[src/rtl/audio_pkg.sv]
// Shared types and constants for the I2S audio output path.
// Used by i2s_clkgen and i2s_tx.
package audio_pkg;

  localparam int SAMPLE_W_DEF  = 16;
  localparam int BCLK_HALF_DEF = 4;
  localparam int SYNC_CYCLES   = 2;

  typedef enum logic [1:0] {
    IDLE = 2'd0,
    SYNC = 2'd1,
    RUN  = 2'd2
  } state_e;

  // One frame carries a left and a right slot of sample_w bits each.
  function automatic int frame_bclks(input int sample_w);
    return 2 * sample_w;
  endfunction

endpackage

[src/rtl/i2s_clkgen.sv]
// BCLK/LRCLK generation for the I2S transmitter.
// Also emits strobes on BCLK falling edges, at slot starts and at frame starts.
module i2s_clkgen
  import audio_pkg::*;
#(
  parameter int SAMPLE_W  = SAMPLE_W_DEF,
  parameter int BCLK_HALF = BCLK_HALF_DEF
) (
  input  logic clk,
  input  logic rst_n,
  input  logic arm,
  input  logic enable,
  output logic bclk,
  output logic lrclk,
  output logic fall_stb,
  output logic slot_stb,
  output logic frame_stb
);

  localparam int FRAME_BCLKS = frame_bclks(SAMPLE_W);
  localparam int DIV_W       = (BCLK_HALF > 1) ? $clog2(BCLK_HALF) : 1;
  localparam int BIT_W       = $clog2(FRAME_BCLKS);

  localparam logic [DIV_W-1:0] DIV_LAST   = DIV_W'(BCLK_HALF - 1);
  localparam logic [BIT_W-1:0] BIT_LAST   = BIT_W'(FRAME_BCLKS - 1);
  localparam logic [BIT_W-1:0] SLOT_FIRST = BIT_W'(SAMPLE_W);

  logic [DIV_W-1:0] div_cnt_q, div_cnt_d;
  logic [BIT_W-1:0] bit_cnt_q, bit_cnt_d;
  logic             bclk_q, bclk_d;
  logic             lrclk_q, lrclk_d;

  always_ff @(posedge clk or negedge rst_n) begin
    if (!rst_n) begin
      div_cnt_q <= '0;
      bit_cnt_q <= '0;
      bclk_q    <= 1'b1;
      lrclk_q   <= 1'b1;
    end else begin
      div_cnt_q <= div_cnt_d;
      bit_cnt_q <= bit_cnt_d;
      bclk_q    <= bclk_d;
      lrclk_q   <= lrclk_d;
    end
  end

  // While armed, bit_cnt sits on the last bit so the first falling edge wraps to a new frame.
  always_comb begin
    div_cnt_d = div_cnt_q;
    bit_cnt_d = bit_cnt_q;
    bclk_d    = bclk_q;
    lrclk_d   = lrclk_q;
    fall_stb  = 1'b0;
    slot_stb  = 1'b0;
    frame_stb = 1'b0;
    if (arm) begin
      div_cnt_d = '0;
      bit_cnt_d = BIT_LAST;
      bclk_d    = 1'b1;
      lrclk_d   = 1'b1;
    end else if (!enable) begin
      div_cnt_d = '0;
      bit_cnt_d = '0;
      bclk_d    = 1'b1;
      lrclk_d   = 1'b1;
    end else begin
      if (div_cnt_q == DIV_LAST) begin
        div_cnt_d = '0;
        bclk_d    = ~bclk_q;
        if (bclk_q) begin
          fall_stb  = 1'b1;
          bit_cnt_d = (bit_cnt_q == BIT_LAST) ? '0 : bit_cnt_q + BIT_W'(1);
          frame_stb = (bit_cnt_d == '0);
          slot_stb  = (bit_cnt_d == '0) || (bit_cnt_d == SLOT_FIRST);
        end
      end else begin
        div_cnt_d = div_cnt_q + DIV_W'(1);
      end
      lrclk_d = bit_cnt_d[BIT_W-1];
    end
  end

  assign bclk  = bclk_q;
  assign lrclk = lrclk_q;

endmodule

[src/rtl/i2s_tx.sv]
// I2S transmitter: serialises each mono PCM sample into both slots of a frame.
// Optional macro I2S_VOLUME_EN adds a 3-bit Vol port (arithmetic right shift of the sample).
module i2s_tx
  import audio_pkg::*;
#(
  parameter int SAMPLE_W  = SAMPLE_W_DEF,
  parameter int BCLK_HALF = BCLK_HALF_DEF
) (
  input  logic                Clk,
  input  logic                Reset,
  input  logic                INIT_FINISH,
  input  logic [SAMPLE_W-1:0] Data_in,
  output logic                BCLK,
  output logic                LRCLK,
  output logic                DACDAT,
  output logic                data_over
`ifdef I2S_VOLUME_EN
  ,
  input  logic [2:0]          Vol
`endif
);

  localparam int SYNC_W = (SYNC_CYCLES > 1) ? $clog2(SYNC_CYCLES) : 1;
  localparam logic [SYNC_W-1:0] SYNC_LAST = SYNC_W'(SYNC_CYCLES - 1);

  state_e              state_q, state_d;
  logic [SYNC_W-1:0]   sync_cnt_q, sync_cnt_d;
  logic [SAMPLE_W-1:0] sample_q, sample_d;
  logic [SAMPLE_W-1:0] sr_q, sr_d;
  logic                dacdat_q, dacdat_d;
  logic                data_over_q, data_over_d;
  logic [SAMPLE_W-1:0] scaled;
  logic                arm, run_en;
  logic                fall_stb, slot_stb, frame_stb;

  // Gated by INIT_FINISH so a drop returns everything to idle on the very next edge.
  assign arm    = (state_q == SYNC) && INIT_FINISH;
  assign run_en = (state_q == RUN)  && INIT_FINISH;

  i2s_clkgen #(
    .SAMPLE_W  (SAMPLE_W),
    .BCLK_HALF (BCLK_HALF)
  ) u_clkgen (
    .clk       (Clk),
    .rst_n     (Reset),
    .arm       (arm),
    .enable    (run_en),
    .bclk      (BCLK),
    .lrclk     (LRCLK),
    .fall_stb  (fall_stb),
    .slot_stb  (slot_stb),
    .frame_stb (frame_stb)
  );

  always_ff @(posedge Clk or negedge Reset) begin
    if (!Reset) begin
      state_q    <= IDLE;
      sync_cnt_q <= '0;
    end else begin
      state_q    <= state_d;
      sync_cnt_q <= sync_cnt_d;
    end
  end

  always_comb begin
    state_d    = state_q;
    sync_cnt_d = sync_cnt_q;
    if (!INIT_FINISH) begin
      state_d    = IDLE;
      sync_cnt_d = '0;
    end else begin
      unique case (state_q)
        IDLE: begin
          state_d    = SYNC;
          sync_cnt_d = '0;
        end
        SYNC: begin
          if (sync_cnt_q == SYNC_LAST) begin
            state_d    = RUN;
            sync_cnt_d = '0;
          end else begin
            sync_cnt_d = sync_cnt_q + SYNC_W'(1);
          end
        end
        RUN:     state_d = RUN;
        default: state_d = IDLE;
      endcase
    end
  end

`ifdef I2S_VOLUME_EN
  always_comb begin
    scaled = $unsigned($signed(Data_in) >>> Vol);
  end
`else
  always_comb begin
    scaled = Data_in;
  end
`endif

  always_ff @(posedge Clk or negedge Reset) begin
    if (!Reset) begin
      sample_q    <= '0;
      sr_q        <= '0;
      dacdat_q    <= 1'b0;
      data_over_q <= 1'b0;
    end else begin
      sample_q    <= sample_d;
      sr_q        <= sr_d;
      dacdat_q    <= dacdat_d;
      data_over_q <= data_over_d;
    end
  end

  // The bit leaving sr_q at a slot start is bit 0 of the previous slot: this gives the I2S one-BCLK delay.
  always_comb begin
    sample_d    = sample_q;
    sr_d        = sr_q;
    dacdat_d    = dacdat_q;
    data_over_d = 1'b0;
    if (!run_en) begin
      sample_d = '0;
      sr_d     = '0;
      dacdat_d = 1'b0;
    end else if (fall_stb) begin
      dacdat_d = sr_q[SAMPLE_W-1];
      if (frame_stb) begin
        sample_d    = scaled;
        sr_d        = scaled;
        data_over_d = 1'b1;
      end else if (slot_stb) begin
        sr_d = sample_q;
      end else begin
        sr_d = {sr_q[SAMPLE_W-2:0], 1'b0};
      end
    end
  end

  assign DACDAT    = dacdat_q;
  assign data_over = data_over_q;

endmodule

[config.mk]
export PLATFORM = sky130hd
export DESIGN_NAME = i2s_tx
export DESIGN_NICKNAME = d
export VERILOG_FILES = /design/src/rtl/audio_pkg.sv /design/src/rtl/i2s_clkgen.sv /design/src/rtl/i2s_tx.sv
export SDC_FILE = /design/constraint.sdc
export NUM_CORES = 1
export LEC_CHECK = 0
export CORE_MARGIN = 3
export CORE_UTILIZATION = 38
export CTS_CLUSTER_SIZE = 25
export DETAILED_ROUTE_END_ITERATION = 8
export SETUP_SLACK_MARGIN = 0.02
export SLEW_MARGIN = 40
export SYNTH_ARGS = -nofsm -noshare
export SYNTH_HDL_FRONTEND = slang
export SYNTH_SLANG_ARGS = --single-unit
[constraint.sdc]
create_clock -name Clk -period 2.8 [get_ports Clk]
set_input_delay 0.7 -clock Clk [delete_from_list [all_inputs] [get_ports Clk]]
set_output_delay 0.7 -clock Clk [all_outputs]
set_load 0.01 [all_outputs]
# [Word level (Yosys, flattened, before mapping)]
# Cells that the tools add are included.
[op_classes] eq_ne=11 bitwise_logic=1 add_sub_neg=3 reduce_logical=7 n_mux=43
[ops] op="16-bit 2-to-1 mux" count=7
[ops] op="5-bit 2-to-1 mux" count=5
[ops] op="1-bit 2-to-1 mux" count=24
[ops] op="5-bit equality test (second input constant)" count=2
[ops] op="2-bit 2-to-1 mux" count=5
[ops] op="3-bit inequality test (second input constant)" count=3
[ops] op="2-bit case mux with 3 select lines" count=1
[ops] op="5-bit by 1-bit adder with 5-bit output (second input constant)" count=1
[ops] op="5-bit zero test" count=1
[ops] op="2-bit equality test (second input constant)" count=2
[ops] op="2-bit inequality test (second input constant)" count=2
[ops] op="2-bit AND reduction" count=2
[ops] op="3-bit by 1-bit inequality test with 1-bit output (second input constant)" count=1
[ops] op="2-bit by 1-bit adder with 2-bit output (second input constant)" count=1
[ops] op="2-bit by 1-bit equality test with 1-bit output (second input constant)" count=1
[ops] op="1-bit logical AND" count=2
[ops] op="2-bit zero test" count=1
[ops] op="1-bit case mux with 2 select lines" count=1
[ops] op="1-bit adder (second input constant)" count=1
[ops] op="1-bit logical OR" count=1
[ops] op="1-bit NOT" count=1
[totals] regBits=46 inputBits=19 output_inout_bits=4

# [Depth between registers and ports, before layout]
# Gate-level depths: netlist of run 1.
[depth] word_depth=12 mapped_depth=10

# [Modules after synthesis]
# A second synthesis of run 1 with hierarchy kept.
[unflattened] hier_cells=214 area_unflattened_um2=2376.0
[modules_own_cells] mod="i2s_tx" area_per_inst_um2=1870.5 cells_each=167 n_inst=1
[modules_own_cells] mod="i2s_clkgen" area_per_inst_um2=505.5 cells_each=47 n_inst=1

# [Worst setup path after synthesis of run 1]
# OpenSTA, ideal clock, no wires.
[synth_path] kind="register to register" start="register u_clkgen.bit_cnt_q[0]" end="register sr_q[10]" setup_ps=80 arrival_time_ps=2097 setup_slack_ps=623 path_buffers=2 path_stages_with_launch=10 period_less_slack_ps=2177 cell_sequence="dfrtp_1 ha_1 and3_1 ha_1 buf_2 nor2b_1 mux2_4 buf_6 or4_1 o211ai_2"
[synth_via] elab_chain_cells=12
[synth_rtl] element="from (decl)" line_no="i2s_clkgen.sv:29" rtl="logic [BIT_W-1:0] bit_cnt_q, bit_cnt_d;"
[synth_rtl] element="from (signal assigned)" line_no="i2s_clkgen.sv:41" rtl="bit_cnt_q <= bit_cnt_d;"
[synth_rtl] element="5-bit by 1-bit adder with 5-bit output / 5-bit equality test (equally long branches)" line_no="i2s_clkgen.sv:72" rtl="bit_cnt_d = (bit_cnt_q == BIT_LAST) ? '0 : bit_cnt_q + BIT_W'(1);"
[synth_rtl] element="5-bit 2-to-1 mux *" line_no="i2s_clkgen.sv:72"
[synth_rtl] element="5-bit equality test / 5-bit zero test (equally long branches)" line_no="i2s_clkgen.sv:74, i2s_clkgen.sv:73"
[synth_rtl] element="1-bit logical OR" line_no="i2s_clkgen.sv:74" rtl="slot_stb = (bit_cnt_d == '0) || (bit_cnt_d == SLOT_FIRST);"
[synth_rtl] element="1-bit 2-to-1 mux" line_no="i2s_clkgen.sv:70" rtl="if (bclk_q) begin"
[synth_rtl] element="1-bit 2-to-1 mux" line_no="i2s_clkgen.sv:67" rtl="if (div_cnt_q == DIV_LAST) begin"
[synth_rtl] element="1-bit 2-to-1 mux" line_no="i2s_clkgen.sv:61" rtl="end else if (!enable) begin"
[synth_rtl] element="1-bit 2-to-1 mux" line_no="i2s_clkgen.sv:56" rtl="if (arm) begin"
[synth_rtl] element="16-bit 2-to-1 mux" line_no="i2s_tx.sv:131" rtl="end else if (slot_stb) begin"
[synth_rtl] element="16-bit 2-to-1 mux *" line_no="i2s_tx.sv:127" rtl="if (frame_stb) begin"
[synth_rtl] element="16-bit 2-to-1 mux *" line_no="i2s_tx.sv:125" rtl="end else if (fall_stb) begin"
[synth_rtl] element="16-bit 2-to-1 mux *" line_no="i2s_tx.sv:121" rtl="if (!run_en) begin"
[synth_rtl] element="to (signal assigned)" line_no="i2s_tx.sv:109" rtl="sr_q <= sr_d;"
[synth_rtl] element="to (decl)" line_no="i2s_tx.sv:29" rtl="logic [SAMPLE_W-1:0] sr_q, sr_d;"
# Every way passes the cells marked *; elsewhere a longest branch is shown, timed or not. The select of a mux whose other input is x is not followed.
# A chain may end at the register's enable or synchronous reset.

# [Worst setup path after layout of run 1]
[layout_path] start="register u_clkgen.bit_cnt_q[0]" end="register sr_q[3]"
# Same word-level chain as after synthesis.

==> PnR_summary.wiki, run 1 <==
{| class="wikitable"
! Metric !! Value
|-
| Run status || complete, no violations
|-
| Gate family responsible for the most delay along the worst path || compound AO/OA/AOI/OAI gates
|-
| Final total power || 1590 uW
|-
| Number of flops mapped to enable cells by yosys || 0
|-
| Horizontal die dimension || between 80 and 90 um
|-
| Fraction of power consumed by combinational cells || 26.2%
|-
| Maximum number of pins on one net before global-route repair || 29
|-
| Ranking of synthesized cells by area || sky130_fd_sc_hd__dfrtp_1, sky130_fd_sc_hd__nand2_1, sky130_fd_sc_hd__ha_1
|-
| Global router's overall resource usage || 17.3%
|-
| Setup repair after global routing missed its margin || false
|-
| Router iterations before antenna repair || 4
|-
| Class of the most critical hold timing path || in -> async
|-
| Post-synth top area share || 44.7%
|-
| Ports placed on the boundary || 23
|-
| Unique cell type count in the Yosys netlist || 41
|-
| Post-Syn Instances || 246
|-
| Critical Path Slowest Stage Cell || sky130_fd_sc_hd__a2111oi_0
|-
| Antenna-violating nets left || 0
|-
| Normalized max-slew margin || 55.4%
|-
| Via total after detailed routing || 1967
|-
| Share of post-route cells with drive strength above 1 || roughly 14%
|-
| Maximum resistive drop on vdd || 0.000337 V
|-
| Final period utilization || 86.1%
|-
| Cell Rows || 28
|-
| Most numerous cell in the Yosys netlist || sky130_fd_sc_hd__dfrtp_1
|-
| Crit start category || flip-flop
|-
| Crit-path max FO || 23
|-
| Layout overhead on the synthesized area || 16.6%
|-
| Worst skew pair latency || 0.30 ns
|-
| Number of cells on the critical path || 7
|-
| Cell taking the most area after synthesis || sky130_fd_sc_hd__dfrtp_1
|-
| R2r setup slk || 0.39 ns
|-
| Share of async-settable or async-resettable flops after synthesis || 100%
|-
| Height of the chip || 86.5 um
|-
| Clock Power Share || 27.1%
|-
| Cell breakdown of the critical path || ha_1 > and3_1 > ha_1 > nor2b_1 > mux2_4 > a2111oi_0 > o31ai_1
|-
| Seq pwr share || between 40% and 50%
|-
| Hold-fix buffers at CTS || 0
|-
| Switching part of the total || about a third
|-
| Core occupancy in the finished layout || between 40% and 50%
|-
| Worst setup path end || sr_q[3]
|-
| Endpoint class of the critical path || flip-flop
|-
| Top cells by instance count after synthesis || sky130_fd_sc_hd__dfrtp_1, sky130_fd_sc_hd__nand2_1, sky130_fd_sc_hd__nand3_1
|-
| Clk sink count || 46
|-
| Sum of negative setup slack || 0 ns
|-
| Antenna violations before repair || 0
|-
| Final count of pins violating max slew || 0
|-
| Transition at the pin with the smallest max-transition slack || 0.669 ns
|-
| Slowest stage delay, CP || approximately 0.51 ns
|-
| Worst Clk Skew || 0.00392 ns
|-
| Die ar. || 7490 sq um
|-
| Cts bufs inserted || 5
|-
| Post-CTS resize count || 0
|-
| Top achievable clock speed || 415 MHz
|-
| CTS H-tree lvls || 2
|-
| Avg WL per Cell || 17.5 um
|-
| Initial DRC Count || ~170
|-
| Int Power || 1060 uW
|-
| Post-route minimum period || around 2.4 ns
|-
| Post-synth design cell area || 2460 sq um
|-
| Mean instance size in the synthesized netlist || between 10 and 15 sq um
|-
| Number of setup violations in the final report || 0
|-
| First-pass GRT wire length || 10300 um
|-
| Grt ovf || 0
|-
| Postcts setup bufs || 0
|-
| Sum of buffers and inverters on the critical path || 0
|-
| Critical path startpoint || u_clkgen.bit_cnt_q[0]
|-
| Core region area || 6100 sq um
|-
| Root Buffer || sky130_fd_sc_hd__clkbuf_8
|-
| Count of unresolved DRC violations after routing || 0
|-
| Via-to-Cell Ratio || 5.72
|-
| Count of state elements after synthesis || 46
|-
| Sequential cell area fraction in the yosys report || between 40% and 50%
|-
| Placed wire-length estimate || 3880 um
|-
| Buffer levels on the longest clock path || 2
|-
| Endpoints failing hold || 0
|-
| Max cap viols || 0
|-
| Power per cell area || 552 nW/um^2
|-
| Post-Syn Nets || 273
|-
| Critical Path AT || ~2.6 ns
|-
| Switching power || 522 uW
|-
| TritonCTS clock tree || yes
|-
| Worst R2R End || sr_q[3]
|-
| Net count reported at finish || roughly 300
|-
| Worst reg2reg path depth || 7
|-
| Effective utilization at floorplan || 40.4%
|-
| Start-to-end type of the worst setup path || reg -> reg
|-
| Clock-pin slew of the registers on the worst-case setup and hold paths || 0.09 ns
|-
| Required time of the critical path || 2.96 ns
|-
| Total inserted antenna cells || 0
|-
| RePlAce Congestion || 0.804
|-
| LEAKAGE || 0.00121 uW
|-
| Total of buffers placed on input and output ports || 22
|-
| Synth warnings || 0
|-
| Top cell by count, worst path || sky130_fd_sc_hd__ha_1
|-
| Number of global-route vias before repair || roughly 2000
|-
| Dominant synthesized flop cell || sky130_fd_sc_hd__dfrtp_1
|-
| Total Routed Length || between 6000 and 7000 um
|-
| Launch point of the worst reg-to-reg path || u_clkgen.bit_cnt_q[0]
|}
==> power groups by stage <==
| stage | clock, uW | combinational, uW | sequential, uW |
|---|---|---|---|
| CTS | 443 | 418 | 741 |
| detailed placement | 0 | 415 | 754 |
| global route | 471 | 467 | 748 |
| finish | 430 | 415 | 741 |
| global placement | 0 | 413 | 753 |
| floorplan | 0 | 280 | 747 |
==> layout by cell type, fill, tap and decap left out, types with 6 or more instances in the layout <==
| cell type | instances |
|---|---|
| sky130_fd_sc_hd__nand2_1 | 34 |
| sky130_fd_sc_hd__a21oi_1 | 12 |
| sky130_fd_sc_hd__o211ai_2 | 8 |
| sky130_fd_sc_hd__a22o_1 | 6 |
| sky130_fd_sc_hd__clkdlybuf4s50_1 | 21 |
| sky130_fd_sc_hd__buf_4 | 13 |
| sky130_fd_sc_hd__or4_1 | 11 |
| sky130_fd_sc_hd__a32oi_1 | 11 |
| sky130_fd_sc_hd__nor2b_1 | 12 |
| sky130_fd_sc_hd__nand3_1 | 15 |
| sky130_fd_sc_hd__o21ai_0 | 11 |
| sky130_fd_sc_hd__nor2_1 | 7 |
| sky130_fd_sc_hd__dfrtp_1 | 44 |
| sky130_fd_sc_hd__ha_1 | 8 |
| sky130_fd_sc_hd__clkbuf_8 | 6 |
==> worst min-delay path by stage <==
stage	endpoint	slack, ns	cells after the start
CTS	u_clkgen.div_cnt_q[0]	0.45	1
global placement	u_clkgen.div_cnt_q[0]	0.43	1
floorplan	DACDAT	0.40	0
finish	sample_q[10]	0.42	1
detailed placement	u_clkgen.div_cnt_q[0]	0.43	1
global route	sample_q[14]	0.46	1
==> layer usage <==
metal / global-route usage (%) / part of all wire (%)
met5: 0 / 0
met4: 4.67 / 1.0
met3: 2.95 / 4.0
met2: 26.1 / 45
met1: 25.6 / 50
==> stage by stage <==
stage | hold slack, ns | area (sq um) | setup WS (ns) | std cells
global route | 0.463 | 2880 | 0.120 | 344
finish | 0.424 | 2880 | 0.388 | 344
CTS | 0.448 | 2880 | 0.370 | 344
floorplan | 0.404 | 2460 | 0.623 | 246
global placement | 0.434 | 2780 | 0.222 | 336
detailed placement | 0.430 | 2780 | 0.173 | 336
==> area by class of cell <==
class | instances | area (sq um)
Sequential cell | 46 | 1150
Clock inverter | 1 | 5.00
Timing Repair Buffer | 35 | 313
Clock buffer | 7 | 86.3
Inverter | 2 | 7.51
Multi-Input combinational cell | 178 | 1220
Tap cell | 75 | 93.8
Fill cell | 591 | 3220
==> sequential cells by signal, summed over array words and instances, names as in the netlist <==
register / cells
sample_q: 16
sr_q: 16
u_clkgen.bit_cnt_q: 5
state_q: 2
u_clkgen.div_cnt_q: 2
DACDAT: 1
data_over: 1
sync_cnt_q: 1
u_clkgen.bclk: 1
u_clkgen.lrclk: 1
==> cells by family after synthesis <==
| logic type | synth area share, % |
|---|---|
| flip-flops | 46.8 |
| AO/OA/AOI/OAI | 21.8 |
| buffers and inverters | 4.11 |
| adder cells (fa/ha/maj) | 4.06 |
| XOR/XNOR | 0.711 |
| AND/OR/NAND/NOR | 18.9 |
| multiplexers | 3.60 |
==> worst register-to-register path: cells and delay by family (launching register included) <==
family | cells | cell delay, ns
simple gates | 2 | 0.29
compound gates | 2 | 0.63
flops | 1 | 0.41
fa+ha+maj | 2 | 0.55
mux | 1 | 0.39
Power figures use the tool's default switching activity.
==> run 2, diff against run 1 <==
- SYNTH_HIERARCHICAL: unset -> 1
==> run 2 against run 1 <==
  * Final area increased by 0.44%
  * Sequential cell count unchanged
  * Utilization increased by 1.0 points
  * Critical endpoint is now sr_q[15]
  * Largest cell class is now sequential cells
  * Highest routed layer unchanged
==> PnR_summary.wiki, run 2 <==
{| class="wikitable"
! Metric !! Value
|-
| Top cell by count, worst path || sky130_fd_sc_hd__ha_1
|-
| Initial DRC Count || 90
|-
| Global router's overall resource usage || between 10 and 15%
|-
| Endpoint class of the critical path || flip-flop
|-
| Share of post-route cells with drive strength above 1 || 15.4%
|-
| Height of the chip || between 80 and 90 um
|-
| Post-Syn Instances || roughly 210
|-
| Effective utilization at floorplan || 39.7%
|-
| Net count reported at finish || 273
|-
| Buffer levels on the longest clock path || 2
|-
| Start-to-end type of the worst setup path || reg -> reg
|-
| Maximum number of pins on one net before global-route repair || 47
|-
| Horizontal die dimension || 85.1 um
|-
| Clk sink count || 46
|-
| Placed wire-length estimate || 3250 um
|-
| Number of placed cells counting well taps || 314
|-
| CTS H-tree lvls || 2
|-
| Critical Path AT || 2.75 ns
|-
| Most common cell after layout, fill and taps aside || sky130_fd_sc_hd__dfrtp_1
|-
| Number of global-route vias before repair || 1701
|-
| Final count of pins violating max slew || 0
|-
| Total of buffers placed on input and output ports || 22
|-
| Area share of xor/xnor cells in the synthesized design || 0.369%
|-
| Post-CTS resize count || 0
|-
| Hold-fix buffers at CTS || 0
|-
| Normalized max-slew margin || 75.6%
|-
| Antenna-violating nets left || 0
|-
| Top cells by instance count after synthesis || sky130_fd_sc_hd__dfrtp_1, sky130_fd_sc_hd__nor2b_1, sky130_fd_sc_hd__a31oi_1, sky130_fd_sc_hd__a22o_1, sky130_fd_sc_hd__o211ai_1
|-
| Worst skew pair latency || 0.29 ns
|-
| Crit start category || flip-flop
|-
| Worst reg2reg path depth || 11
|-
| Via total after detailed routing || 1700
|-
| Minimum hold slack || 0.370 ns
|-
| Layout Cells excl Fill || about 320
|-
| Top achievable clock speed || 394 MHz
|-
| RePlAce Congestion || 0.804
|-
| Post-synth design cell area || between 2000 and 2500 sq um
|-
| Slowest stage delay, CP || 0.43 ns
|-
| Worst Clk Skew || 0.00528 ns
|-
| Total inserted antenna cells || 0
|-
| Cell taking the most area after synthesis || sky130_fd_sc_hd__dfrtp_1
|-
| Total Routed Length || roughly 5000 um
|-
| Cell breakdown of the critical path || ha_1 > and3_2 > ha_1 > or2_1 > mux2i_1 > nor4_4 > buf_4 > nor2b_4 > buf_12 > o211ai_1 > a21oi_1
|-
| Count of unresolved DRC violations after routing || 0
|-
| Sum of buffers and inverters on the critical path || 2
|-
| Simple-gate area share of the yosys netlist || 17.0%
|-
| Gate family responsible for the most delay along the worst path || simple AND/OR/NAND/NOR gates
|-
| Post-Syn Nets || 241
|-
| Root Buffer || sky130_fd_sc_hd__clkbuf_8
|-
| Number of setup violations in the final report || 0
|-
| Mean instance size in the synthesized netlist || about 11 sq um
|-
| Cts bufs inserted || 5
|-
| Most used cells in the layout excluding fill and tap cells || sky130_fd_sc_hd__dfrtp_1, sky130_fd_sc_hd__clkdlybuf4s50_1, sky130_fd_sc_hd__nor2b_1
|-
| Core region area || roughly 6000 sq um
|-
| Count of state elements after synthesis || 46
|-
| Sequential cell area fraction in the yosys report || 48.6%
|-
| Post-synth top area share || 46.3%
|-
| Unique cell type count in the Yosys netlist || 40
|-
| Share of async-settable or async-resettable flops after synthesis || between 90% and 100%
|-
| Crit-path max FO || 15
|-
| First-pass GRT wire length || 8210 um
|-
| Most numerous cell in the Yosys netlist || sky130_fd_sc_hd__dfrtp_1
|-
| Multiplexer share of the synthesized area || 2.95%
|-
| Number of flops mapped to enable cells by yosys || 0
|-
| Setup repair after global routing missed its margin || false
|-
| Antenna violations before repair || 0
|-
| Final period utilization || 90.8%
|-
| Postcts setup bufs || 0
|-
| Number of cells on the critical path || 11
|-
| Area fraction in compound gates after synthesis || 21.9%
|-
| Via-to-Cell Ratio || around 5.3
|-
| Layout overhead on the synthesized area || 21.5%
|-
| Final total power || 1510 uW
|-
| Sum of negative setup slack || 0 ns
|-
| Critical Path Slowest Stage Cell || sky130_fd_sc_hd__dfrtp_1
|-
| Post-route minimum period || 2.54 ns
|-
| Endpoints failing hold || 0
|-
| Power per cell area || between 500 and 600 nW/um^2
|-
| Cell Rows || 28
|-
| Transition at the pin with the smallest max-transition slack || around 0.36 ns
|-
| TritonCTS clock tree || yes
|-
| LEAKAGE || 0.00125 uW
|-
| Grt ovf || 0
|-
| Layout filler cell count || 567
|-
| Run status || complete, no violations
|-
| Max cap viols || 0
|-
| Dominant synthesized flop cell || sky130_fd_sc_hd__dfrtp_1
|-
| Avg WL per Cell || about 15 um
|-
| Ranking of synthesized cells by area || sky130_fd_sc_hd__dfrtp_1, sky130_fd_sc_hd__a22o_1, sky130_fd_sc_hd__o211ai_1
|-
| Ports placed on the boundary || 23
|-
| Biggest registers after layout || sample_q x16, sr_q x16, u_clkgen/bit_cnt_q x5
|-
| Clock-pin slew of the registers on the worst-case setup and hold paths || 0.09 ns
|-
| Maximum resistive drop on vdd || around 0.00033 V
|-
| Die ar. || 7240 sq um
|-
| Router iterations before antenna repair || 4
|-
| Adder and majority gate portion of the synthesized area || 4.21%
|-
| Synth warnings || 6
|-
| Class of the most critical hold timing path || in -> async
|-
| Required time of the critical path || between 3 and 4 ns
|-
| Dominant combinational cell family by area after synthesis || compound AO/OA/AOI/OAI gates
|}
-- run 2: cell families (layout without fill, tap and decap cells) --
| kind of cell | count (synthesis) | in the layout |
|---|---|---|
| AO/OA/AOI/OAI | 73 | 73 |
| XOR/XNOR | 1 | 1 |
| adder cells (fa/ha/maj) | 8 | 8 |
| buffers and inverters | 18 | 51 |
| flip-flops | 46 | 46 |
| multiplexers | 7 | 7 |
| AND/OR/NAND/NOR | 61 | 61 |
-- run 2: per-layer routing --
layer / track usage [%] / routed length, um / up-vias
li1: - / - / 854
met1: 19.0 / 2410 / 815
met4: 5.47 / 52 / 0
met2: 22.7 / 2250 / 27
met3: 3.11 / 202 / 4
met5: 0 / 0 / -
-- run 2: final timing paths --
path | slack [ns] | from | endpoint
max | 0.26 | u_clkgen/bit_cnt_q[0] | sr_q[15]
max in group asynchronous | 2.15 | Reset | u_clkgen/lrclk
min reg2reg | 0.44 | u_clkgen/div_cnt_q[0] | u_clkgen/div_cnt_q[0]
min | 0.37 | Reset | sr_q[4]
min in group Clk | 0.44 | u_clkgen/div_cnt_q[0] | u_clkgen/div_cnt_q[0]
max reg2reg | 0.26 | u_clkgen/bit_cnt_q[0] | sr_q[15]
-- run 2: worst register-to-register path, delay by kind of cell (launching register included) --
| family | cells | cell delay (ns) |
|---|---|---|
| compound gates | 2 | 0.25 |
| fa+ha+maj | 2 | 0.48 |
| buf+inv | 2 | 0.34 |
| flops | 1 | 0.43 |
| mux | 1 | 0.31 |
| simple gates | 4 | 0.65 |
-- run 2: metrics by stage --
step	util (%)	area [sq um]	setup WS, ns
after detailed placement	46.4	2780	0.0752
after global placement	46.4	2780	0.0958
final	48.2	2890	0.259
after global routing	48.2	2890	0.0847
after CTS	48.2	2890	0.220
after floorplan	-	2380	0.444
-- run 2: area by class of cell --
cell class              instances  area [sq um]  area share [%]
multi-input cells             150          1120            38.9
repair buffers                 39           393            13.6
clock buffers                   6          72.6            2.51
well taps                      75          93.8            3.25
inverters                       4          15.0           0.520
flip-flops and latches         46          1150            39.9
clock inverters                 2          37.5            1.30
-- run 2: power breakdown --
part | switching (uW) | total [uW] | internal, uW
clock | 217 | 483 | 266
combinational | 155 | 283 | 128
sequential | 36.0 | 744 | 708
